## src/rtl/pwm_multi.sv

```systemverilog
// pwm_multi: NCH-channel PWM generator sharing one prescaled timebase.
// The timebase counts edge-aligned (sawtooth) or center-aligned (triangle).
// Period, mode and per-channel duty are double-buffered: writes land in
// shadow registers and reach the active registers only at a period boundary,
// so a running waveform never glitches. While the block is disabled the
// actives follow the shadows directly.
module pwm_multi #(
   parameter int WIDTH = 8,
   parameter int NCH   = 4,
   parameter int PRE_W = 8,
   localparam int CH_W = (NCH > 1) ? $clog2(NCH) : 1
) (
   input  logic             clk,
   input  logic             reset,
   input  logic             enable,
   input  logic             center_mode,
   input  logic [WIDTH-1:0] period,
   input  logic [PRE_W-1:0] prescale,
   input  logic             duty_wr,
   input  logic [CH_W-1:0]  duty_ch,
   input  logic [WIDTH-1:0] duty_val,
   input  logic [NCH-1:0]   ch_en,
   output logic [NCH-1:0]   pwm_out,
   output logic             period_tick,
   output logic [WIDTH-1:0] count
);

   typedef enum logic {DIR_UP = 1'b0, DIR_DOWN = 1'b1} dir_t;

   logic [PRE_W-1:0] pre_cnt;
   logic             tick;
   logic             boundary;

   dir_t             dir;
   dir_t             dir_next;
   logic [WIDTH-1:0] count_next;

   logic [WIDTH-1:0] period_sh;
   logic [WIDTH-1:0] period_act;
   logic             mode_sh;
   logic             mode_act;
   logic [WIDTH-1:0] duty_sh   [NCH];
   logic [WIDTH-1:0] duty_next [NCH];
   logic [WIDTH-1:0] duty_act  [NCH];
   logic [NCH-1:0]   pwm_next;

   // Timebase advances one step on every (prescale+1)-th enabled clock.
   assign tick = enable && (pre_cnt == prescale);

   // A boundary is the tick on which the timebase lands on 0; with a zero
   // period the count never leaves 0, so every tick qualifies.
   assign boundary = tick && (count_next == '0);

   // Prescaler: free-running 0..prescale while enabled, parked at 0 otherwise.
   // NOTE: state registers use non-blocking assignments so every flop samples
   // the pre-edge values of the others, independent of statement order.
   always_ff @(posedge clk or negedge reset) begin
      if (!reset) begin
         pre_cnt <= '0;
      end else if (!enable || tick) begin
         pre_cnt <= '0;
      end else begin
         pre_cnt <= pre_cnt + PRE_W'(1);
      end
   end

   // Timebase state register: count and counting direction.
   always_ff @(posedge clk or negedge reset) begin
      if (!reset) begin
         count <= '0;
         dir   <= DIR_UP;
      end else if (!enable) begin
         count <= '0;
         dir   <= DIR_UP;
      end else if (tick) begin
         count <= count_next;
         dir   <= dir_next;
      end
   end

   // Timebase next-state: sawtooth in edge mode, triangle in center mode.
   // NOTE: every output of a combinational block gets a default first, so no
   // path leaves it unassigned and no latch is inferred.
   always_comb begin
      count_next = count;
      dir_next   = dir;
      if (!mode_act) begin
         count_next = (count == period_act) ? '0 : count + WIDTH'(1);
         dir_next   = DIR_UP;
      end else if (dir == DIR_UP) begin
         if (count == period_act) begin
            count_next = (period_act == '0) ? '0 : count - WIDTH'(1);
            dir_next   = DIR_DOWN;
         end else begin
            count_next = count + WIDTH'(1);
         end
      end else begin
         count_next = count - WIDTH'(1);
      end
      // Reaching 0 always restarts the climb, which also makes a mode switch
      // at a boundary start the new period counting up.
      if (count_next == '0) begin
         dir_next = DIR_UP;
      end
   end

   // Duty shadow next-value: a write to an out-of-range channel matches no
   // index and is dropped. Loading actives from this value lets a write in
   // the boundary clock take effect for the period that is just starting.
   always_comb begin
      for (int i = 0; i < NCH; i++) begin
         duty_next[i] = duty_sh[i];
         if (duty_wr && (duty_ch == CH_W'(i))) begin
            duty_next[i] = duty_val;
         end
      end
   end

   // Shadow registers: period and mode track their inputs every clock.
   // NOTE: the duty shadow array is a small register file, not a RAM, so it
   // is cleared by reset like every other flop in the block.
   always_ff @(posedge clk or negedge reset) begin
      if (!reset) begin
         period_sh <= '0;
         mode_sh   <= 1'b0;
         for (int i = 0; i < NCH; i++) begin
            duty_sh[i] <= '0;
         end
      end else begin
         period_sh <= period;
         mode_sh   <= center_mode;
         for (int i = 0; i < NCH; i++) begin
            duty_sh[i] <= duty_next[i];
         end
      end
   end

   // Active registers: reload at a boundary, or continuously while disabled.
   always_ff @(posedge clk or negedge reset) begin
      if (!reset) begin
         period_act <= '0;
         mode_act   <= 1'b0;
         for (int i = 0; i < NCH; i++) begin
            duty_act[i] <= '0;
         end
      end else if (!enable || boundary) begin
         period_act <= period_sh;
         mode_act   <= mode_sh;
         for (int i = 0; i < NCH; i++) begin
            duty_act[i] <= duty_next[i];
         end
      end
   end

   // Output decode: a channel is high while the timebase is below its duty.
   always_comb begin
      for (int i = 0; i < NCH; i++) begin
         pwm_next[i] = enable && ch_en[i] && (count < duty_act[i]);
      end
   end

   // Registered outputs keep the pins free of comparator glitches.
   always_ff @(posedge clk or negedge reset) begin
      if (!reset) begin
         pwm_out     <= '0;
         period_tick <= 1'b0;
      end else begin
         pwm_out     <= pwm_next;
         period_tick <= boundary;
      end
   end

endmodule

```

## config.mk

```make
export PLATFORM = sky130hd
export DESIGN_NAME = pwm_multi
export DESIGN_NICKNAME = d
export VERILOG_FILES = /design/src/rtl/pwm_multi.sv
export SDC_FILE = /design/constraint.sdc
export NUM_CORES = 1
export LEC_CHECK = 0
export ABC_CLOCK_PERIOD_IN_PS = 4600
export CAP_MARGIN = 20
export CELL_PAD_IN_SITES_DETAIL_PLACEMENT = 0
export CELL_PAD_IN_SITES_GLOBAL_PLACEMENT = 1
export CORE_MARGIN = 5
export CORE_UTILIZATION = 40
export DETAILED_ROUTE_END_ITERATION = 7
export DONT_BUFFER_PORTS = 1
export PLACE_DENSITY = 0.69
export SETUP_SLACK_MARGIN = 0.3
export SLEW_MARGIN = 0
export SYNTH_ARGS = -nofsm -noshare
export SYNTH_HDL_FRONTEND = slang
export SYNTH_SLANG_ARGS = --single-unit
export TNS_END_PERCENT = 5
```

## constraint.sdc

```tcl
create_clock -name clk -period 4.6 [get_ports clk]
set_input_delay 0.46 -clock clk [delete_from_list [all_inputs] [get_ports clk]]
set_output_delay 0.46 -clock clk [all_outputs]
set_load 0.01 [all_outputs]
```

== Word level (Yosys, flattened, before mapping) ==
Cells that the tools add are included.

* Logic and storage cells: 68
* Flip-flop bits (word level): 104
* Input port bits: 35

* Mux-type cells: 18
* $add $sub $neg: 3
* Equality and inequality tests: 6
* Reduce and logical (&&, ||, !) cells: 20
* Order comparisons: 4

{| class="wikitable"
|+ Operator list
! operator !! number
|-
| 8-bit two-way mux || 12
|-
| 8-bit less-than comparator || 4
|-
| 8-bit by 1-bit adder with 8-bit output (second input constant) || 2
|-
| 8-bit == test || 2
|-
| 8-bit zero test || 2
|-
| 1-bit logical AND || 14
|-
| 8-bit by 1-bit subtractor with 8-bit output (second input constant) || 1
|-
| 1-bit two-way mux || 6
|-
| 2-bit == test (second input constant) || 2
|-
| 2-bit by 1-bit == test with 1-bit output (second input constant) || 1
|-
| 2-bit zero test || 1
|-
| 1-bit logical OR || 2
|-
| 2-bit by 1-bit != test with 1-bit output (second input constant) || 1
|-
| 1-bit zero test || 1
|}

== Longest topological paths before layout ==
* Depth after elaboration: 9
* Mapped depth: 13
* Mapped depth without buffers: 10

== Least setup slack after synthesis ==
No wires, ideal clock.

* Kind: flip-flop to flip-flop
* From: register period_act[5]
* To: register duty_act[10] (netlist bit)
* Arrival time: 3.157 ns
* Library setup time: 0.125 ns
* Setup slack: 1.318 ns
* Required time: 4.475 ns
* Stages on the path, launching flop included: 11
* Period minus slack after synthesis: 3.282 ns
* Path buffers: 2
* Cells stage by stage: dfrtp_1 -> or4_4 -> o41ai_4 -> or3_1 -> o32ai_1 -> or4_1 -> nor4_2 -> nand2b_1 -> buf_6 -> buf_12 -> mux2_4

* Longest elaborated chain between the ends: 8

{| class="wikitable"
|+ Ends and longest elaborated chain
! what !! RTL line !! RTL
|-
| start: declaration || 39 || <nowiki>logic [WIDTH-1:0] period_act;</nowiki>
|-
| start signal: assignment || 147 || <nowiki>period_act <= period_sh;</nowiki>
|-
| 8-bit zero test || 92 || <nowiki>count_next = (period_act == '0) ? '0 : count - WIDTH'(1);</nowiki>
|-
| 8-bit two-way mux || 92 ||
|-
| 8-bit two-way mux || 91 || <nowiki>if (count == period_act) begin</nowiki>
|-
| 8-bit two-way mux || 90 || <nowiki>end else if (dir == DIR_UP) begin</nowiki>
|-
| 8-bit two-way mux (*) || 87 || <nowiki>if (!mode_act) begin</nowiki>
|-
| 8-bit zero test (*) || 52 || <nowiki>assign boundary = tick && (count_next == '0);</nowiki>
|-
| 1-bit logical AND (*) || 52 ||
|-
| 1-bit logical OR (*) || 146 || <nowiki>end else if (!enable || boundary) begin</nowiki>
|-
| end signal: indexed assignment || 150 || <nowiki>duty_act[i] <= duty_next[i];</nowiki>
|-
| end: declaration || 44 || <nowiki>logic [WIDTH-1:0] duty_act [NCH];</nowiki>
|}

Mark *: on every way between the ends. The rest lies on a longest branch, timed or not.
A chain may end at the register's enable or synchronous reset.

== Final worst setup path ==
* From: register count[0]
* To: register duty_act[0] (netlist bit)

* Longest elaborated chain between the ends: 8

{| class="wikitable"
|+ Ends and longest elaborated chain
! what !! RTL line !! RTL
|-
| start: declaration || 25 || <nowiki>output logic [WIDTH-1:0] count</nowiki>
|-
| start signal: assignment || 76 || <nowiki>count <= count_next;</nowiki>
|-
| 8-bit by 1-bit subtractor with 8-bit output || 92, 98 ||
|-
| 8-bit two-way mux || 92 ||
|-
| 8-bit two-way mux || 91 ||
|-
| 8-bit two-way mux || 90 ||
|-
| 8-bit two-way mux (*) || 87 ||
|-
| 8-bit zero test (*) || 52 ||
|-
| 1-bit logical AND (*) || 52 ||
|-
| 1-bit logical OR (*) || 146 ||
|}

Marked as above.

==> summary.txt <==
Detailed routing
  • Via density: 5.24
  • DR pass1 iterations: 4
  • Vias: 3278
  • Post-DRT Antenna Nets: 0
  • Detailed Route Iter0 Violations: approximately 210
  • Final wirelength: 11300 um
  • Wire length per cell: between 15 and 20 um
  • DRC viols: 0

Die
  • Die W: 126 um
  • Starting Density: 40.8%
  • Die Ht: approximately 130 um
  • Core Box Area: approximately 0.013 mm2
  • Die ar.: 0.0160 mm2
  • Row count: 42
  • I/O pins: 48

Synthesis
  • Synthesized cell area: 0.00543 mm2
  • Cells after Synth: between 400 and 500
  • Yosys Warn Count: 0
  • Number of synthesized flops with an enable pin: 0
  • Synth Net Count: 507
  • Post-synthesis register bit count: between 100 and 150
  • Synth async-reset ratio: 100%
  • Sequential area share after synthesis: a little under half
  • Synthesized area per cell: 12.3 um2
  • Library cells used by synthesis: 48
  • Most used DFF post-synth: dfrtp_1

Global route
  • Vias in the first global route: 3552
  • Initial antenna violation count: 0
  • Largest net degree at the start of global routing: 105
  • First-pass GRT wire length: between 15000 and 20000 um
  • Total GRT Usage: 14.8%
  • GRT overflow: 0

Setup path
  • WP data required: 4810 ps
  • Critical Path Sink Type: register
  • Crit Path Max Fanout: 20
  • CP Class: reg2reg
  • Setup crit start kind: register
  • Worst reg2reg endpoint: duty_act[0]
  • Worst endpoint data arrival time: 3940 ps
  • R2r startpoint: count[0]
  • Critical Path End: duty_act[0]
  • R2r worst-path depth: 9
  • Internal reg-to-reg setup slack: 880 ps
  • CP startpoint: count[0]

Timing
  • Relative slew slack: between 50 and 60%
  • Max Clock Skew: 10.3 ps
  • Final Setup Violations: 0
  • Fmax: about 270 MHz
  • Hold slack: 38.4 ps
  • Final WS setup: 876 ps
  • Fin crit period: about 3700 ps
  • Setup TNS Final: 0 ps
  • Pins Over Slew Limit: 0
  • Slew @ Worst Pin: between 600 and 700 ps
  • RSZ-0062 raised after global routing: no
  • Final cycle utilization of the critical path: 81.0%
  • Endpoints failing hold: 0

Layout
  • Fillers: about 1.2k
  • Nets: ~510
  • Final Cell Area: between 0.005 and 0.006 mm2
  • Most frequent cells in the layout: dfrtp_1 (104), mux2_4 (40), mux2_2 (32), inv_1 (31), ha_1 (31)
  • Multi-input logic area: ~0.0026 mm2
  • Layout cells sized above 1: between 20 and 25%
  • # diodes: 0
  • Area delta synth->final: 8.11%
  • Reg area: about 0.0026 mm2
  • Commonest non-fill, non-tap cell in the layout: dfrtp_1

Run status
  • Outcome: finished clean

Placed design
  • Port Buffers: 0
  • Setup slack after placement: 874 ps
  • Placed cell areas: 0.00560 mm2
  • Placer Congestion: 0.832
  • Post-DP HPWL: 7840 um

Clock network
  • CTS Sinks: 104
  • Clk buf depth: 2
  • CTS tree: done
  • Inserted Clock Buffers: 9
  • Post CTS Setup Buffer Count: 0
  • H-tree depth: 3
  • Clock Pin Slew Worst Setup and Hold Paths: roughly 70 ps
  • Root Buffer: clkbuf_16
  • Worst-Skew Late Latency: between 300 and 400 ps

Power
  • VDD IR-drop max: 0.191 mV
  • P per Cell Area: between 300 and 400 mW/mm2
  • Leak: 2.89 nW

Flow run
  • Max_cap viols: 0

Hold path
  • Min-delay worst type: in2async
## state kept, by name, summed over array words and instances (netlist names), 4 cells and up
signal and count:
count 8, duty_act 32, duty_sh 32, period_act 8, period_sh 8, pre_cnt 8, pwm_out 4
## cell usage after synthesis, types with 3 or more instances
cell	n	area, um2
o21ai_0	13	65.1
a21o_1	24	180
nand2_1	18	67.6
mux2_4	40	601
ha_1	31	388
inv_1	31	116
or3_1	3	18.8
xnor2_1	19	166
nor2_1	18	67.6
a21oi_1	6	30.0
a211oi_1	6	45.0
o2111ai_1	3	26.3
xor2_1	5	43.8
nand3_1	10	50.1
buf_12	4	80.1
and3_1	5	31.3
clkbuf_1	9	33.8
nand2b_1	10	62.6
mux2_2	32	360
o32ai_1	4	35.0
nor3_1	7	35.0
nand4_1	4	25.0
nor3b_1	4	30.0
and2_1	4	25.0
dfrtp_1	104	2600
## where the power goes
part / switching, W / internal (W) / leakage, nW
sequential: 0.0000684 / 0.00105 / 1.27
combinational: 0.000147 / 0.000213 / 1.50
clock: 0.000310 / 0.000356 / 0.121
total: 0.000525 / 0.00162 / 2.89
## per-stage QoR
stage	power [W]	instances	utilization, %
floorplan	0.00141	441	-
finish	0.00214	626	44.1
CTS	0.00218	626	44.1
global placement	0.00146	612	42.1
detailed placement	0.00148	612	42.1
global route	0.00227	626	44.1
## worst min path at each step
stage	from	to	slack, ps
after global routing	reset	duty_act[1]	70
after CTS	reset	count[0]	70
after global placement	reset	duty_act[2]	170
after detailed placement	reset	duty_act[2]	170
final	reset	count[0]	40
after floorplan	reset	count[0]	160
## layout make-up
class / count / area share (%)
clock buffer: 11 / 3.97
clock inverter: 2 / 0.171
inverter: 32 / 2.05
multi-input combinational: 289 / 43.8
sequential: 104 / 44.3
tap: 176 / 3.75
timing repair buffer: 12 / 1.88
## worst max-delay path: stages, from the launching register on
cell	delay, ps
dfrtp_1	560
or3_1	470
or4b_1	500
nand3_1	100
o32ai_1	100
or4_1	560
nor4_2	350
nand2b_2	200
buf_4	350
mux2_1	370
## per-layer routing
layer | GRT usage (%) | vias up | share of wire [%]
li1 | - | 1560 | -
met1 | 19.9 | 1611 | 47
met2 | 22.8 | 80 | 46
met3 | 4.37 | 27 | 4.7
met4 | 5.68 | 0 | 2.4
met5 | 0 | - | 0
## logic make-up (layout without fill, tap and decap cells)
logic type	after synthesis	after routing	synth area share, %
xor gates and xnor gates	24	24	3.87
DFF	104	104	47.9
adders and majority gates	31	31	7.15
and+or+nand+nor	91	91	8.87
muxes	73	73	17.9
buffers and inverters	48	57	4.70
AOI/OAI and AO/OA	70	70	9.54
## timing repair
action / in CTS / in global routing
hold endpoints to repair: 104 / 0
setup endpoints to repair: 0 / 0
gates resized for setup: 0 / 0
hold buffers: 1 / 0
Note: power is estimated with default switching activity, not from simulation.
